==> config.mk <==
export PLATFORM = sky130hd
export DESIGN_NAME = ahb_mm_arbiter
export DESIGN_NICKNAME = d
export VERILOG_FILES = /design/src/rtl/ahb_pkg.sv /design/src/rtl/ahb_arb_pick.sv /design/src/rtl/ahb_mm_arbiter.sv
export SDC_FILE = /design/constraint.sdc
export NUM_CORES = 1
export LEC_CHECK = 0
export BUFFER_PORTS_ARGS = -buffer_cell sky130_fd_sc_hd__buf_2
export CAP_MARGIN = 20
export CORE_AREA = 2 2 177 179
export DETAILED_ROUTE_END_ITERATION = 12
export DIE_AREA = 0 0 179 181
export MAX_ROUTING_LAYER = met4
export PLACE_DENSITY = 0.4
export SLEW_MARGIN = 20
export SYNTH_ARGS = -nofsm -noshare
export SYNTH_HDL_FRONTEND = slang
export SYNTH_SLANG_ARGS = --single-unit
==> constraint.sdc <==
create_clock -name HCLK -period 5 [get_ports HCLK]
set_input_delay 0.25 -clock HCLK [delete_from_list [all_inputs] [get_ports HCLK]]
set_output_delay 0.25 -clock HCLK [all_outputs]
set_load 0.01 [all_outputs]
==> src/rtl/ahb_pkg.sv <==
// ahb_pkg: shared AHB transfer/burst encodings and helpers for the multi-master arbiter
package ahb_pkg;

  localparam int MAX_MASTERS = 16;

  typedef enum logic [1:0] {IDLE, BUSY, NONSEQ, SEQ} htrans_t;

  typedef enum logic [2:0] {SINGLE, INCR, WRAP4, INCR4, WRAP8, INCR8, WRAP16, INCR16} hburst_t;

  // Beats in a fixed-length burst; SINGLE and INCR count as one so the counter loads zero
  function automatic logic [4:0] burst_len(hburst_t b);
    return (b == WRAP4 || b == INCR4) ? 5'd4 :
           (b == WRAP8 || b == INCR8) ? 5'd8 :
           (b == WRAP16 || b == INCR16) ? 5'd16 : 5'd1;
  endfunction

  function automatic logic [3:0] oh2idx(logic [MAX_MASTERS-1:0] oh);
    logic [3:0] idx;
    idx = '0;
    for (int i = 0; i < MAX_MASTERS; i++)
      if (oh[i]) idx = 4'(i);
    return idx;
  endfunction

endpackage

==> src/rtl/ahb_arb_pick.sv <==
// ahb_arb_pick: combinational one-hot winner, fixed priority or round-robin after rr_last
module ahb_arb_pick #(
  parameter int N = 4
) (
  input  logic [N-1:0] req,
  input  logic [3:0]   rr_last,
  input  logic         rr_mode,
  output logic [N-1:0] win
);

  logic [4:0]     sh;
  logic [N-1:0]   rot;
  logic [N-1:0]   oh_r;
  logic [2*N-1:0] up;

  // Rotate so the search start sits at bit 0, take the lowest set bit, rotate back
  always_comb begin
    sh = rr_mode ? {1'b0, rr_last} + 5'd1 : 5'd0;
    rot = N'({req, req} >> sh);
    oh_r = rot & -rot;
    up = {{N{1'b0}}, oh_r} << sh;
    win = up[N-1:0] | up[2*N-1:N];
  end

endmodule

==> src/rtl/ahb_mm_arbiter.sv <==
// ahb_mm_arbiter: N-master AHB arbiter with address/data-phase muxing and fixed-burst locking
module ahb_mm_arbiter
  import ahb_pkg::*;
#(
  parameter int NUM_MASTERS    = 4,
  parameter int ADDR_W         = 32,
  parameter int DATA_W         = 32,
  parameter int RR_MODE        = 1,
  parameter int DEFAULT_MASTER = 0
) (
  input  logic                                HCLK,
  input  logic                                HRESET,
  input  logic [NUM_MASTERS-1:0]              mHBUSREQ,
  output logic [NUM_MASTERS-1:0]              mHGRANT,
  input  logic [NUM_MASTERS-1:0][1:0]         mHTRANS,
  input  logic [NUM_MASTERS-1:0][ADDR_W-1:0]  mHADDR,
  input  logic [NUM_MASTERS-1:0]              mHWRITE,
  input  logic [NUM_MASTERS-1:0][2:0]         mHSIZE,
  input  logic [NUM_MASTERS-1:0][2:0]         mHBURST,
  input  logic [NUM_MASTERS-1:0][DATA_W-1:0]  mHWDATA,
  output logic                                mHREADY,
  output logic [1:0]                          mHRESP,
  output logic [DATA_W-1:0]                   mHRDATA,
  output logic [1:0]                          HTRANS,
  output logic [ADDR_W-1:0]                   HADDR,
  output logic                                HWRITE,
  output logic [2:0]                          HSIZE,
  output logic [2:0]                          HBURST,
  output logic [DATA_W-1:0]                   HWDATA,
  input  logic                                HREADY,
  input  logic [1:0]                          HRESP,
  input  logic [DATA_W-1:0]                   HRDATA,
  output logic [3:0]                          HMASTER
);

  localparam int IW = (NUM_MASTERS > 1) ? $clog2(NUM_MASTERS) : 1;
  localparam logic [NUM_MASTERS-1:0] DEF_OH = {{(NUM_MASTERS-1){1'b0}}, 1'b1} << DEFAULT_MASTER;

  logic [NUM_MASTERS-1:0] grant_q, grant_d, win, pick;
  logic [3:0]             amaster_q, amaster_d, dmaster_q, dmaster_d, rr_last_q, rr_last_d;
  logic [4:0]             beats_left_q, beats_left_d;
  logic [IW-1:0]          a_sel, d_sel;
  logic                   start_fixed, lock, arb_en;

  ahb_arb_pick #(.N(NUM_MASTERS)) u_pick (
    .req    (mHBUSREQ),
    .rr_last(rr_last_q),
    .rr_mode(RR_MODE != 0),
    .win    (win)
  );

  assign a_sel   = IW'(amaster_q);
  assign d_sel   = IW'(dmaster_q);
  assign HTRANS  = mHTRANS[a_sel];
  assign HADDR   = mHADDR[a_sel];
  assign HWRITE  = mHWRITE[a_sel];
  assign HSIZE   = mHSIZE[a_sel];
  assign HBURST  = mHBURST[a_sel];
  assign HWDATA  = mHWDATA[d_sel];
  assign mHREADY = HREADY;
  assign mHRESP  = HRESP;
  assign mHRDATA = HRDATA;
  assign mHGRANT = grant_q;
  assign HMASTER = amaster_q;

  // Next grant, ownership pipeline and burst bookkeeping; everything holds while HREADY is low
  always_comb begin
    pick = |mHBUSREQ ? win : DEF_OH;
    start_fixed = HTRANS == NONSEQ && HBURST >= 3'd2;
    lock = beats_left_q >= 5'd3 || start_fixed;
    arb_en = HREADY && !lock;
    grant_d = arb_en ? pick : grant_q;
    rr_last_d = (arb_en && pick != grant_q) ? oh2idx(MAX_MASTERS'(pick)) : rr_last_q;
    amaster_d = HREADY ? oh2idx(MAX_MASTERS'(grant_q)) : amaster_q;
    dmaster_d = HREADY ? amaster_q : dmaster_q;
    beats_left_d = !HREADY ? beats_left_q :
                   HTRANS == NONSEQ ? burst_len(hburst_t'(HBURST)) - 5'd1 :
                   (HTRANS == SEQ && beats_left_q != 5'd0) ? beats_left_q - 5'd1 :
                   HTRANS == IDLE ? 5'd0 : beats_left_q;
  end

  // State registers, cleared to the parking master on reset
  always_ff @(posedge HCLK or negedge HRESET) begin
    if (!HRESET) begin
      grant_q      <= DEF_OH;
      amaster_q    <= 4'(DEFAULT_MASTER);
      dmaster_q    <= 4'(DEFAULT_MASTER);
      rr_last_q    <= 4'(DEFAULT_MASTER);
      beats_left_q <= '0;
    end else begin
      grant_q      <= grant_d;
      amaster_q    <= amaster_d;
      dmaster_q    <= dmaster_d;
      rr_last_q    <= rr_last_d;
      beats_left_q <= beats_left_d;
    end
  end

endmodule

======== Word level (Yosys, flattened, before mapping) ========
Index checks and enable logic that the tools add are counted.
word-level totals
  register bits after elaboration ......... 19
  input bits .............................. 333
  word-level logic and storage cells ...... 65
operators by class
  add/sub/neg operators ................... 4
  $lt $le $gt $ge ......................... 4
  eq/ne operators ......................... 9
  shift-type cells ........................ 2
  muxes and demuxes ....................... 25
  bitwise operators ....................... 2
  reductions and logical operators ........ 14
operators with widths
  kind                   number
  $bmux W32 S2           2
  $mux W32               2
  $mux W5                6
  $mux W4                4
  $bmux W3 S2            2
  $eq A3 B3 Y1 const B   4
  $sub A5 B1 Y5 const B  2
  $shl A4 B5 Y8          1
  $shr A8 B5 Y4          1
  $eq A3 B2 Y1 const B   2
  $lt A2 B3 Y1 const B   2
  $mux W3                2
  $add A4 B1 Y5 const B  1
  $ge A5 B2 Y1 const B   1
  $reduce_bool A5 Y1     1
  $and A4 B4 Y4          1
  $bmux W2 S2            1
  $eq A2 B2 Y1 const B   2
  $logic_and A1 B1 Y1    4
  $logic_or A1 B1 Y1     4
  $mux W2                2
  $ne A4 B4 Y1           1
  $neg A4 Y4             1
  $or A4 B4 Y4           1
  8 further kinds        10

======== Longest topological paths before layout ========
Gate-level depths: netlist of the first run.
  word-level depth ........................ 10
  depth in mapped cells ................... 8
  gate-level depth less buffers ........... 8

======== Cells and area by module ========
Synthesis of the first run repeated with hierarchy kept, for this count alone.
unflattened totals
  cells, all modules ...................... 282
  area total of the unflattened synthesis .. 3,335.7 um^2
by module, submodules not included
  module          instances  cells each  area an instance (um^2)  seq. area each (um^2)
  ahb_mm_arbiter  1          218         2,877.8                  376.6
  ahb_arb_pick    1          64          457.9                    0.0

======== Worst setup path after synthesis of the first run ========
OpenSTA, ideal clock, no wires.
  path kind ............................... register to register
  start point ............................. reg amaster_q[0], in the netlist HMASTER[0]
  end point ............................... reg rr_last_q[0]
  setup time .............................. 0.125 ns
  arrival time ............................ 2.210 ns
  data required time ...................... 4.875 ns
  slack ................................... 2.665 ns
  stages on the path, launching flop included .. 9
  path buffers ............................ 1
  cells stage by stage .................... dfrtp_1 > buf_2 > mux4_2 > nor2b_4 > o21ai_2 > and2_1 > nand3_2 > a31oi_2 > mux2_4
on the way
  cells in the longest elaborated chain, start to end .. 8
  elaborated cells on any way between the ends .. 11
  those cells by class .................... 1 x order compare; 1 x eq/ne; 4 x mux; 5 x reduce/logical
ends and longest elaborated chain
  what                           line                  source
  start: declaration             ahb_mm_arbiter.sv:40  logic [3:0] amaster_q, amaster_d, dmaster_q, dmaster_d, rr_last_q, rr_last_d;
  start signal: assignment       ahb_mm_arbiter.sv:86  amaster_q <= 4'(DEFAULT_MASTER);
  start signal: assignment       ahb_mm_arbiter.sv:92  amaster_q <= amaster_d;
  $bmux W2 S2                    ahb_mm_arbiter.sv:54  assign HTRANS = mHTRANS[a_sel];
  $mux W2 (not written as such)  ahb_mm_arbiter.sv:54
  named net HTRANS[1]            ahb_mm_arbiter.sv:24  output logic [1:0] HTRANS,
  $eq A2 B2 Y1                   ahb_mm_arbiter.sv:69  start_fixed = HTRANS == NONSEQ && HBURST >= 3'd2;
  $logic_and A1 B1 Y1            ahb_mm_arbiter.sv:69
  $logic_or A1 B1 Y1             ahb_mm_arbiter.sv:70  lock = beats_left_q >= 5'd3 || start_fixed;
  $logic_not A1 Y1               ahb_mm_arbiter.sv:71  arb_en = HREADY && !lock;
  $logic_and A1 B1 Y1            ahb_mm_arbiter.sv:71
  $logic_and A1 B1 Y1            ahb_mm_arbiter.sv:73  rr_last_d = (arb_en && pick != grant_q) ? oh2idx(MAX_MASTERS'(pick)) : rr_last_q;
  end signal: assignment         ahb_mm_arbiter.sv:88  rr_last_q <= 4'(DEFAULT_MASTER);
  end signal: assignment         ahb_mm_arbiter.sv:94  rr_last_q <= rr_last_d;
  end: declaration               ahb_mm_arbiter.sv:40
The timed path passes the listed nets, and every way through them passes these cells. The select of a mux whose other input is x is not followed.
A chain may end at the register's enable or synchronous reset.

======== Worst setup path after layout of the first run ========
  start point ............................. reg rr_last_q[0]
  end point ............................... reg rr_last_q[0]
on the way
  cells in the longest elaborated chain, start to end .. 10
  elaborated cells on any way between the ends .. 12
  those cells by class .................... 2 x add/sub; 1 x eq/ne; 2 x shift; 4 x mux; 2 x bitwise; 1 x reduce/logical
ends and longest elaborated chain
  what               line                  source
  $add A4 B1 Y5 (*)  ahb_arb_pick.sv:18    sh = rr_mode ? {1'b0, rr_last} + 5'd1 : 5'd0;
  $shr A8 B5 Y4      ahb_arb_pick.sv:19    rot = N'({req, req} >> sh);
  $neg A4 Y4         ahb_arb_pick.sv:20    oh_r = rot & -rot;
  $and A4 B4 Y4      ahb_arb_pick.sv:20
  $shl A4 B5 Y8 (*)  ahb_arb_pick.sv:21    up = {{N{1'b0}}, oh_r} << sh;
  $or A4 B4 Y4 (*)   ahb_arb_pick.sv:22    win = up[N-1:0] | up[2*N-1:N];
  $mux W4 (*)        ahb_mm_arbiter.sv:68  pick = |mHBUSREQ ? win : DEF_OH;
  $mux W1            ahb_pkg.sv:21         if (oh[i]) idx = 4'(i);
  $mux W2            ahb_pkg.sv:21
  $mux W4            ahb_pkg.sv:21
Every way passes the cells marked *; elsewhere a longest branch is shown, timed or not.

==> out/qor.yml, run 1 <==
run_status: "completed"
grt-ovfl-total: 0
synth_area_leaders: "mux4_2, dfrtp_1, buf_4, nand2_1, nor2_1"
layout_commonest_cell: "buf_2"
synth.distinct_cells: 49
synth_ff_type: "dfrtp_1"
placed_cells: 978
htree_levels: 1
synth-async-reset-ratio: 1.000
drtIter0Drc: 69
clk_latency_ns: 0.24
synth.avg_cell_area_um2: 12.08
slew_headroom: 0.5298
area_growth_syn_to_layout_pct: 68.49
vias: 3737
drc: 0
yosys_register_bits: 15
die_height_um: 181
fin_crit_ns: 2.687
setup_viol: 0
power_leakage_nw: 2.522
setup.worst_path.end_class: "flip-flop"
cts.sinks: 15
ios: 449
drv_slew: 0
hold_end: "HMASTER[1]$_DFFE_PN0P_"
critPathKind: "flip-flop to flip-flop"
setup.worst_path.start: "rr_last_q[0]$_DFFE_PN0P_"
num_rows: 64
gp_congestion: 0.7988
port_buffers: 378
drive_gt1_frac: 0.8109
postRouteAntennaNets: 0
synth_top_family_by_area: "multiplexers"
min_period_over_period: 0.5374
finalWirelength_mm: 18.25
final-instance-count-excl-fill: 987
postPlaceCellArea_um2: 5172
dieArea_um2: 32400
worst_slew_pin_slew_ns: 0.7053
ys_seq_area_frac: 0.1204
yosys.area_share.simple: 0.09556
hold_class: "input pin to flip-flop"
clkSlewWorstSetupHoldPaths_ns: 0.05
max_clock_freq_mhz: 372.2
start_kind: "flip-flop"
ys_warn_count: 0
final_cell_mix: "buf_2, mux4_2, nor2_1, nand2_1, dfrtp_1"
cts_buffers: 3
track_usage: 0.1086
cp_max_fo: 16
r2r_start: "rr_last_q[0]$_DFFE_PN0P_"
r2r_cells: 8
min_from: "HREADY"
drv_cap: 0
die_w_um: 179
synth_compound_area_frac: 0.07237
grt_pass1_wl_mm: 25.05
start_util: 0.1031
cts_tree: "done"
reg2reg_to: "rr_last_q[0]$_DFFE_PN0P_"
min_path_cells: 2
finClkSkew_ns: 0.003869
synth_top_area_cell: "mux4_2"
final_nets: 924
wl_per_cell_um: 18.49
synth_mux_area_frac: 0.5562
netlist_instances: 259
cts_root_buf: "clkbuf_16"
grt_max_degree: 45
synth-edff-count: 0
synth_xor_area_frac: 0.008397
synth_area_um2: 3129
synth_adder_area_share: 0.01200
cp.required_ns: 5.13
synth_top_area_frac: 0.5326
fin_area_um2: 5273
arrival_ns: 2.82
irDropWorstVdd_uv: 160.4
dp_hpwl_mm: 16.80
pwr_density_cell_nw_per_um2: 430.8
grt_pass1_vias: 3937
rsz0062_at_grt: "no"
antenna_found_initial: 7
fp.coreArea_um2: 30350
firstDrtPassIters: 4
tns_ns: 0
timing.final.hold_violations: 0
clockBufferDepth: 2
reg2reg_setup_slack_ns: 2.31
vias_per_cell: 3.786
[worst max path at each step]
stage / to / slack, ns / depth (start not counted)
final: rr_last_q[0]$_DFFE_PN0P_ / 2.31 / 8
after global placement: rr_last_q[0]$_DFFE_PN0P_ / 2.34 / 8
after floorplan: rr_last_q[0]$_DFFE_PN0P_ / 2.67 / 8
after detailed placement: rr_last_q[0]$_DFFE_PN0P_ / 2.34 / 8
after global routing: rr_last_q[0]$_DFFE_PN0P_ / 2.15 / 8
after CTS: rr_last_q[0]$_DFFE_PN0P_ / 2.33 / 8
[final cells by class]
| class | instances | area [um2] |
|---|---|---|
| multi-input cells | 175 | 2337 |
| inverters | 10 | 37.54 |
| clock inverters | 1 | 5.005 |
| fillers | 3457 | 25080 |
| flip-flops and latches | 15 | 380.4 |
| repair buffers | 383 | 1932 |
| clock buffers | 3 | 75.07 |
| diodes | 4 | 10.01 |
| well taps | 396 | 495.5 |
[cells in the mapped netlist (2+ instances only)]
| cell | number |
|---|---|
| nor3_1 | 3 |
| nand4bb_1 | 2 |
| nor4_1 | 2 |
| nand3_1 | 2 |
| nor2_1 | 14 |
| a21boi_0 | 2 |
| or3b_1 | 2 |
| nand2b_1 | 2 |
| nand2_1 | 14 |
| buf_4 | 38 |
| mux2_2 | 2 |
| inv_1 | 10 |
| xor2_1 | 2 |
| ha_1 | 3 |
| mux4_2 | 74 |
| a21oi_1 | 10 |
| buf_1 | 6 |
| o21ai_0 | 10 |
| buf_2 | 5 |
| dfrtp_1 | 14 |
| clkbuf_1 | 10 |
| a211oi_1 | 4 |
| and2_1 | 2 |
[flip-flops by register name, indices dropped and copies added (netlist names)]
signal,count
HMASTER,2
mHGRANT,4
dmaster_q,2
beats_left_q,5
rr_last_q,2
[where the power goes]
group | total, mW | switching (mW) | internal (mW)
Combinational | 1.85 | 0.909 | 0.941
Sequential | 0.265 | 0.0864 | 0.179
Clock | 0.156 | 0.0490 | 0.107
Total | 2.27 | 1.04 | 1.23
[worst max-delay path, cell delays in order (launching register included)]
cell and delay, ns:
dfrtp_1 0.65, ha_1 0.33, nor3_1 0.09, a22o_2 0.23, mux4_2 0.50, xnor2_1 0.20, nor3_2 0.06, a31oi_2 0.19
mux2_4 0.32
[logic make-up after synthesis]
family / after synthesis
multiplexers: 79
buffers and inverters: 70
AND/OR/NAND/NOR: 53
AO/OA/AOI/OAI: 35
flip-flops: 15
adder cells (fa/ha/maj): 3
XOR/XNOR: 3
other: 1
[routing by layer]
metal / track usage / routed length [um] / part of all wire / vias to the layer above
li1: - / - / - / 1681
met1: 0.1366 / 7701 / 0.42 / 1796
met2: 0.1834 / 8864 / 0.49 / 238
met3: 0.02231 / 1516 / 0.083 / 22
met4: 0.01366 / 166 / 0.0091 / 0
met5: - / 0 / 0 / -
[metrics by stage]
step | power, mW | setup WS [ns] | hold WS, ns | util
global placement | 2.156 | 2.336 | 0.1928 | 0.1704
finish | 2.271 | 2.313 | 0.3749 | 0.1737
floorplan | 1.544 | 2.665 | -0.04559 | -
global route | 2.485 | 2.150 | 0.3909 | 0.1737
CTS | 2.317 | 2.326 | 0.3701 | 0.1734
detailed placement | 2.156 | 2.342 | 0.1888 | 0.1704
[repair_timing]
action / in CTS / in global routing
setup buffers: 0 / 0
hold endpoints to repair: 14 / 0
resized for setup: 0 / 0
hold buffers: 1 / 0
Power figures use the tool's default switching activity.
==> run 2: changes to the inputs <==
--- a/config.mk
+++ b/config.mk
@@ -7,11 +7,11 @@
 export LEC_CHECK = 0
 export BUFFER_PORTS_ARGS = -buffer_cell sky130_fd_sc_hd__buf_2
 export CAP_MARGIN = 20
-export CORE_AREA = 2 2 177 179
+export CORE_AREA = 2 2 175 177
 export DETAILED_ROUTE_END_ITERATION = 12
-export DIE_AREA = 0 0 179 181
+export DIE_AREA = 0 0 177 179
 export MAX_ROUTING_LAYER = met4
-export PLACE_DENSITY = 0.4
+export PLACE_DENSITY = 0.41
 export SLEW_MARGIN = 20
 export SYNTH_ARGS = -nofsm -noshare
 export SYNTH_HDL_FRONTEND = slang
==> constraint.sdc (replaced) <==
create_clock -name HCLK -period 2.6 [get_ports HCLK]
set_input_delay 0.13 -clock HCLK [delete_from_list [all_inputs] [get_ports HCLK]]
set_output_delay 0.13 -clock HCLK [all_outputs]
set_load 0.01 [all_outputs]
==> out/qor.yml, run 2 (synthesized netlist as in run 1, its figures left out) <==
power_leakage_nw: 2.537  # +0.58%
clk_latency_ns: 0.24  # about the same
largest_reg_flops: 5  # unchanged
run_status: "completed"
setup_viol: 0  # unchanged
fillCellCount: 3412  # -1.3%
clockBufferDepth: 2  # unchanged
reg2reg_to: "rr_last_q[0]$_DFFE_PN0P_"
min_path_cells: 2  # unchanged
multi_input_area_um2: 2342  # +0.21%
gp_congestion: 0.7300  # -8.6%
largest_register: "beats_left_q"
critPathKind: "flip-flop to flip-flop"
power_frac_seq: 0.123  # +0.006
layout_commonest_cell: "buf_2"
slowest_delay_ns: 0.49  # -0.16 ns
drv_slew: 0  # unchanged
cts.sinks: 15  # unchanged
hold_end: "HMASTER[1]$_DFFE_PN0P_"
fin_crit_ns: 2.423  # -0.2633 ns
slowest_stage: "mux4_2"
grt-ovfl-total: 0  # unchanged
cp.required_ns: 2.73  # -2.40 ns
drtIter0Drc: 154  # +120%
r2r_cells: 8  # unchanged
htree_levels: 1  # unchanged
finalWirelength_mm: 18.45  # +1.1%
p_switching_mw: 2.053  # +97%
ios: 449  # unchanged
combPwrFrac: 0.809  # -0.006
start_kind: "flip-flop"
finClkSkew_ns: 0.001175  # -0.002695 ns
firstDrtPassIters: 4  # unchanged
grt_max_degree: 34  # -24%
slew_headroom: 0.6121  # +0.08229
vias_per_cell: 3.753  # -0.88%
grt_pass1_wl_mm: 23.91  # -4.5%
p_int_mw: 2.401  # +96%
crit_family: "multiplexers"
postRouteAntennaNets: 0  # unchanged
area_growth_syn_to_layout_pct: 69.45
die_w_um: 177  # -1.1%
worst_slew_pin_slew_ns: 0.5819  # -0.1234 ns
pwr-share-clk: 0.068  # about the same
fin_hold_ws_ns: 0.2527  # -0.1222 ns
grt_pass1_vias: 3641  # -7.5%
path_buf_inv: 0  # unchanged
fin_ws_ns: 0.1765  # -2.137 ns
r2r_start: "rr_last_q[1]$_DFFE_PN0P_"
port_buffers: 378  # unchanged
drive_gt1_frac: 0.8132  # +0.002340
antenna_found_initial: 6  # -1
timing.final.hold_violations: 0  # unchanged
cts_buffers: 3  # unchanged
vias: 3704  # -0.88%
setup.worst_path.end_class: "flip-flop"
final_nets: 926  # +0.22%
tns_ns: 0  # unchanged
rsz0062_at_grt: "no"
swShare: 0.4610  # +0.001283
p_total_mw: 4.454  # +96%
path_cells: "ha_1 > nor3_1 > a22o_2 > mux4_2 > xnor2_1 > nor3_2 > a31oi_2 > mux2_4"
reg2reg_setup_slack_ns: 0.18  # -2.14 ns
regArea_um2: 382.9  # +0.66%
track_usage: 0.1069  # -0.001713
cp_max_fo: 6  # -10
utilization: 0.1766  # +0.002853
dieArea_um2: 31680  # -2.2%
arrival_ns: 2.55  # -0.27 ns
start_util: 0.1042  # +0.001100
max_clock_freq_mhz: 412.6  # +11%
die_height_um: 179  # -1.1%
min_period_over_period: 0.9321  # +0.3948
dp_hpwl_mm: 16.96  # +0.96%
pwr_density_cell_nw_per_um2: 839.9  # +95%
hold_class: "input pin to flip-flop"
drc: 0  # unchanged
cts_root_buf: "clkbuf_16"
cts_tree: "done"
final_cell_mix: "buf_2, mux4_2, nor2_1, nand2_1, dfrtp_1"
fp.coreArea_um2: 30030  # -1.1%
num_rows: 64  # unchanged
min_from: "HREADY"
clkSlewWorstSetupHoldPaths_ns: 0.05  # about the same
wl_per_cell_um: 18.70  # +1.1%
irDropWorstVdd_uv: 320.4  # +100%
place_ws_ns: 0.1750  # -2.167 ns
drv_cap: 0  # unchanged
[run 2: cell types whose count changed in the layout (fill, tap and decap cells not counted), sizes merged]
cell,previous run,this run
buf,382,384
diode,4,2
[run 2: how the worst max path moves through the flow]
stage	from	endpoint	depth (start not counted)
finish	rr_last_q[1]$_DFFE_PN0P_	rr_last_q[0]$_DFFE_PN0P_	8
global route	rr_last_q[1]$_DFFE_PN0P_	rr_last_q[0]$_DFFE_PN0P_	8
CTS	HMASTER[0]$_DFFE_PN0P_	rr_last_q[0]$_DFFE_PN0P_	7
detailed placement	HMASTER[0]$_DFFE_PN0P_	rr_last_q[0]$_DFFE_PN0P_	7
global placement	rr_last_q[1]$_DFFE_PN0P_	rr_last_q[0]$_DFFE_PN0P_	8
floorplan	HMASTER[0]$_DFFE_PN0P_	rr_last_q[0]$_DFFE_PN0P_	8
[run 2: power groups by stage]
stage,combinational (mW),sequential [mW],clock [mW]
5_1_grt,3.95,0.593,0.326
2_1_floorplan,2.53,0.442,0
3_5_place_dp,3.67,0.565,0
3_3_place_gp,3.67,0.568,0
6_report,3.60,0.549,0.301
4_1_cts,3.68,0.562,0.313
[run 2: area by class of cell]
cell class                      count  area share
Clock inverter                      1   0.0009438
Tap cell                          396     0.09344
Timing Repair Buffer              385      0.3695
Clock buffer                        3     0.01416
Antenna cell                        2   0.0009438
Multi-Input combinational cell    175      0.4417
Sequential cell                    15     0.07220
Inverter                           10    0.007079
[run 2: through the flow]
step / cell area [um2] / instances
CTS: 5293 / 985
finish: 5303 / 987
detailed placement: 5202 / 980
global placement: 5202 / 980
floorplan: 3133 / 260
global route: 5303 / 987
[run 2: timing repair]
item                       CTS  global route
hold buffers                 1             0
buffers inserted             0             0
gates resized for setup      0             1
setup endpoints to repair    0             1
hold endpoints to repair    14             0
[run 2: metal layers]
metal / up-vias / GRT usage / share of wire
li1: 1681 / - / -
met1: 1802 / 0.1314 / 0.41
met2: 197 / 0.1879 / 0.52
met3: 24 / 0.01781 / 0.069
met4: 0 / 0.01446 / 0.0090
met5: - / - / 0
==> run 3: changes to the inputs <==
--- a/config.mk
+++ b/config.mk
@@ -10,6 +10,8 @@
 export CORE_AREA = 2 2 175 177
 export DETAILED_ROUTE_END_ITERATION = 12
 export DIE_AREA = 0 0 177 179
+export GPL_ROUTABILITY_DRIVEN = 0
+export GPL_TIMING_DRIVEN = 0
 export MAX_ROUTING_LAYER = met4
 export PLACE_DENSITY = 0.41
 export SLEW_MARGIN = 20
==> out/qor.yml, run 3 (synthesized netlist as in run 1, its figures left out) <==
run_status: "completed"
start_util: 0.1042  # unchanged
highest-signal-layer: "met4"
tns_ns: 0  # unchanged
power_frac_seq: 0.101  # -0.022
place_ws_ns: -0.1166  # -0.2917 ns
final_nets: 1011  # +9.2%
cp.required_ns: 2.73  # about the same
slowest_stage: "mux4_2"
swShare: 0.4692  # +0.008196
htree_levels: 1  # unchanged
worst_slew_pin_slew_ns: 0.7255  # +0.1436 ns
die_w_um: 177  # unchanged
track_usage: 0.1121  # +0.005242
dieArea_um2: 31680  # unchanged
hold_class: "input pin to flip-flop"
clkSlewWorstSetupHoldPaths_ns: 0.05  # about the same
slowest_delay_ns: 0.50  # about the same
power_leakage_nw: 2.883  # +14%
antenna_found_initial: 7  # +1
drc: 0  # unchanged
fillCellCount: 3363  # -1.4%
ios: 449  # unchanged
setup_viol: 0  # unchanged
max_clock_freq_mhz: 409.1  # -0.85%
grt_pass1_wl_mm: 24.94  # +4.3%
fin_crit_ns: 2.444  # +0.02065 ns
num_rows: 64  # unchanged
cts_buffers: 3  # unchanged
wl_met2_mm: 10.06  # +5.6%
irDropWorstVdd_uv: 225.1  # -30%
met1_length_mm: 8.195  # +9.6%
rsz0062_at_grt: "yes"
p_int_mw: 2.491  # +3.8%
firstDrtPassIters: 4  # unchanged
fp.coreArea_um2: 30030  # unchanged
finClkSkew_ns: 0.005388  # +0.004213 ns
p_switching_mw: 2.202  # +7.2%
min_period_over_period: 0.9401  # +0.007943
drtIter0Drc: 178  # +16%
wl_met3_mm: 1.370  # +7.0%
grt-ovfl-total: 0  # unchanged
largest_reg_flops: 5  # unchanged
cp_max_fo: 6  # unchanged
combPwrFrac: 0.833  # +0.024
cts.sinks: 15  # unchanged
pwr-share-clk: 0.065  # -0.003
slew_headroom: 0.5164  # -0.09570
pwr_density_cell_nw_per_um2: 804.0  # -4.3%
grt_pass1_vias: 3743  # +2.8%
start_kind: "flip-flop"
path_buf_inv: 0  # unchanged
crit_family: "multiplexers"
postRouteAntennaNets: 0  # unchanged
cts_tree: "done"
timing.final.hold_violations: 0  # unchanged
cts_root_buf: "clkbuf_16"
port_buffers: 410  # +8.5%
regArea_um2: 377.9  # -1.3%
clk_latency_ns: 0.25  # about the same
dp_hpwl_mm: 18.00  # +6.1%
setup.worst_path.end_class: "flip-flop"
critPathKind: "flip-flop to flip-flop"
arrival_ns: 2.57  # +0.02 ns
path_cells: "ha_1 > nor3_1 > a22o_2 > mux4_2 > xnor2_1 > nor3_2 > a31oi_4 > mux2_4"
multi_input_area_um2: 2354  # +0.48%
p_total_mw: 4.693  # +5.4%
layout_commonest_cell: "buf_2"
fin_ws_ns: 0.1559  # -0.02065 ns
clockBufferDepth: 2  # unchanged
largest_register: "beats_left_q"
wl_per_cell_um: 18.25  # -2.4%
grt_max_degree: 16  # -53%
vias_per_cell: 3.720  # -0.88%
drv_slew: 0  # unchanged
finalWirelength_mm: 19.65  # +6.5%
area_growth_syn_to_layout_pct: 86.53
drive_gt1_frac: 0.8175  # +0.004265
final_cell_mix: "buf_2, mux4_2, buf_4"
vias: 4006  # +8.2%
fin_hold_ws_ns: 0.3309  # +0.07819 ns
drv_cap: 0  # unchanged
die_height_um: 179  # unchanged
run 3: path summary, 6_finish.rpt:
kind                                     startpoint                           to  slack [ns]  depth (start not counted)
setup / recovery           rr_last_q[1]$_DFFE_PN0P_     rr_last_q[0]$_DFFE_PN0P_        0.16                          8
hold / removal                               HREADY  beats_left_q[1]$_DFFE_PN0P_        0.33                          3
setup reg to reg           rr_last_q[1]$_DFFE_PN0P_     rr_last_q[0]$_DFFE_PN0P_        0.16                          8
hold reg to reg              mHGRANT[0]$_DFFE_PN1P_       mHGRANT[0]$_DFFE_PN1P_        0.49                          2
max in group asynchronous                    HRESET       mHGRANT[0]$_DFFE_PN1P_        1.93                          2
min in group asynchronous                    HRESET  beats_left_q[4]$_DFFE_PN0P_        0.36                          2
run 3: metrics by stage:
step | utilization | area, um2 | cells
floorplan | - | 3133 | 260
global placement | 0.1892 | 5680 | 1066
detailed placement | 0.1892 | 5680 | 1066
CTS | 0.1928 | 5789 | 1070
global route | 0.1944 | 5837 | 1077
finish | 0.1944 | 5837 | 1077
run 3: power groups by stage:
| stage | clock network (mW) | logic [mW] | registers [mW] |
|---|---|---|---|
| finish | 0.306 | 3.91 | 0.476 |
| global route | 0.333 | 4.26 | 0.506 |
| CTS | 0.318 | 3.94 | 0.483 |
| detailed placement | 0 | 3.93 | 0.460 |
| global placement | 0 | 3.93 | 0.469 |
| floorplan | 0 | 2.53 | 0.442 |
run 3: final cells by class:
| cell class | instances | share of cell area |
|---|---|---|
| Clock buffer | 3 | 0.01286 |
| Clock inverter | 1 | 0.0008574 |
| Multi-Input combinational cell | 175 | 0.4032 |
| Buffer | 59 | 0.07074 |
| Antenna cell | 7 | 0.003001 |
| Inverter | 10 | 0.006431 |
| Tap cell | 396 | 0.08489 |
| Timing Repair Buffer | 411 | 0.3533 |
| Sequential cell | 15 | 0.06474 |
run 3: what timing repair did:
action                                  in CTS  in global routing
hold buffers                                 1                  0
hold endpoints to repair                    14                  0
gates cloned                                 0                  0
endpoints found under the setup margin      28                 17
buffers inserted                             0                  0
gates resized for setup                      8                  9
run 3: worst min-delay path, stage by stage:
cell     delay, ns
buf_2         0.12
and2_1        0.20
a21oi_1       0.08
run 3: per-layer routing:
layer / vias up / GRT usage
met5: - / -
met4: 0 / 0.01894
met3: 4 / 0.02290
met2: 209 / 0.1847
met1: 1933 / 0.1439
li1: 1860 / -
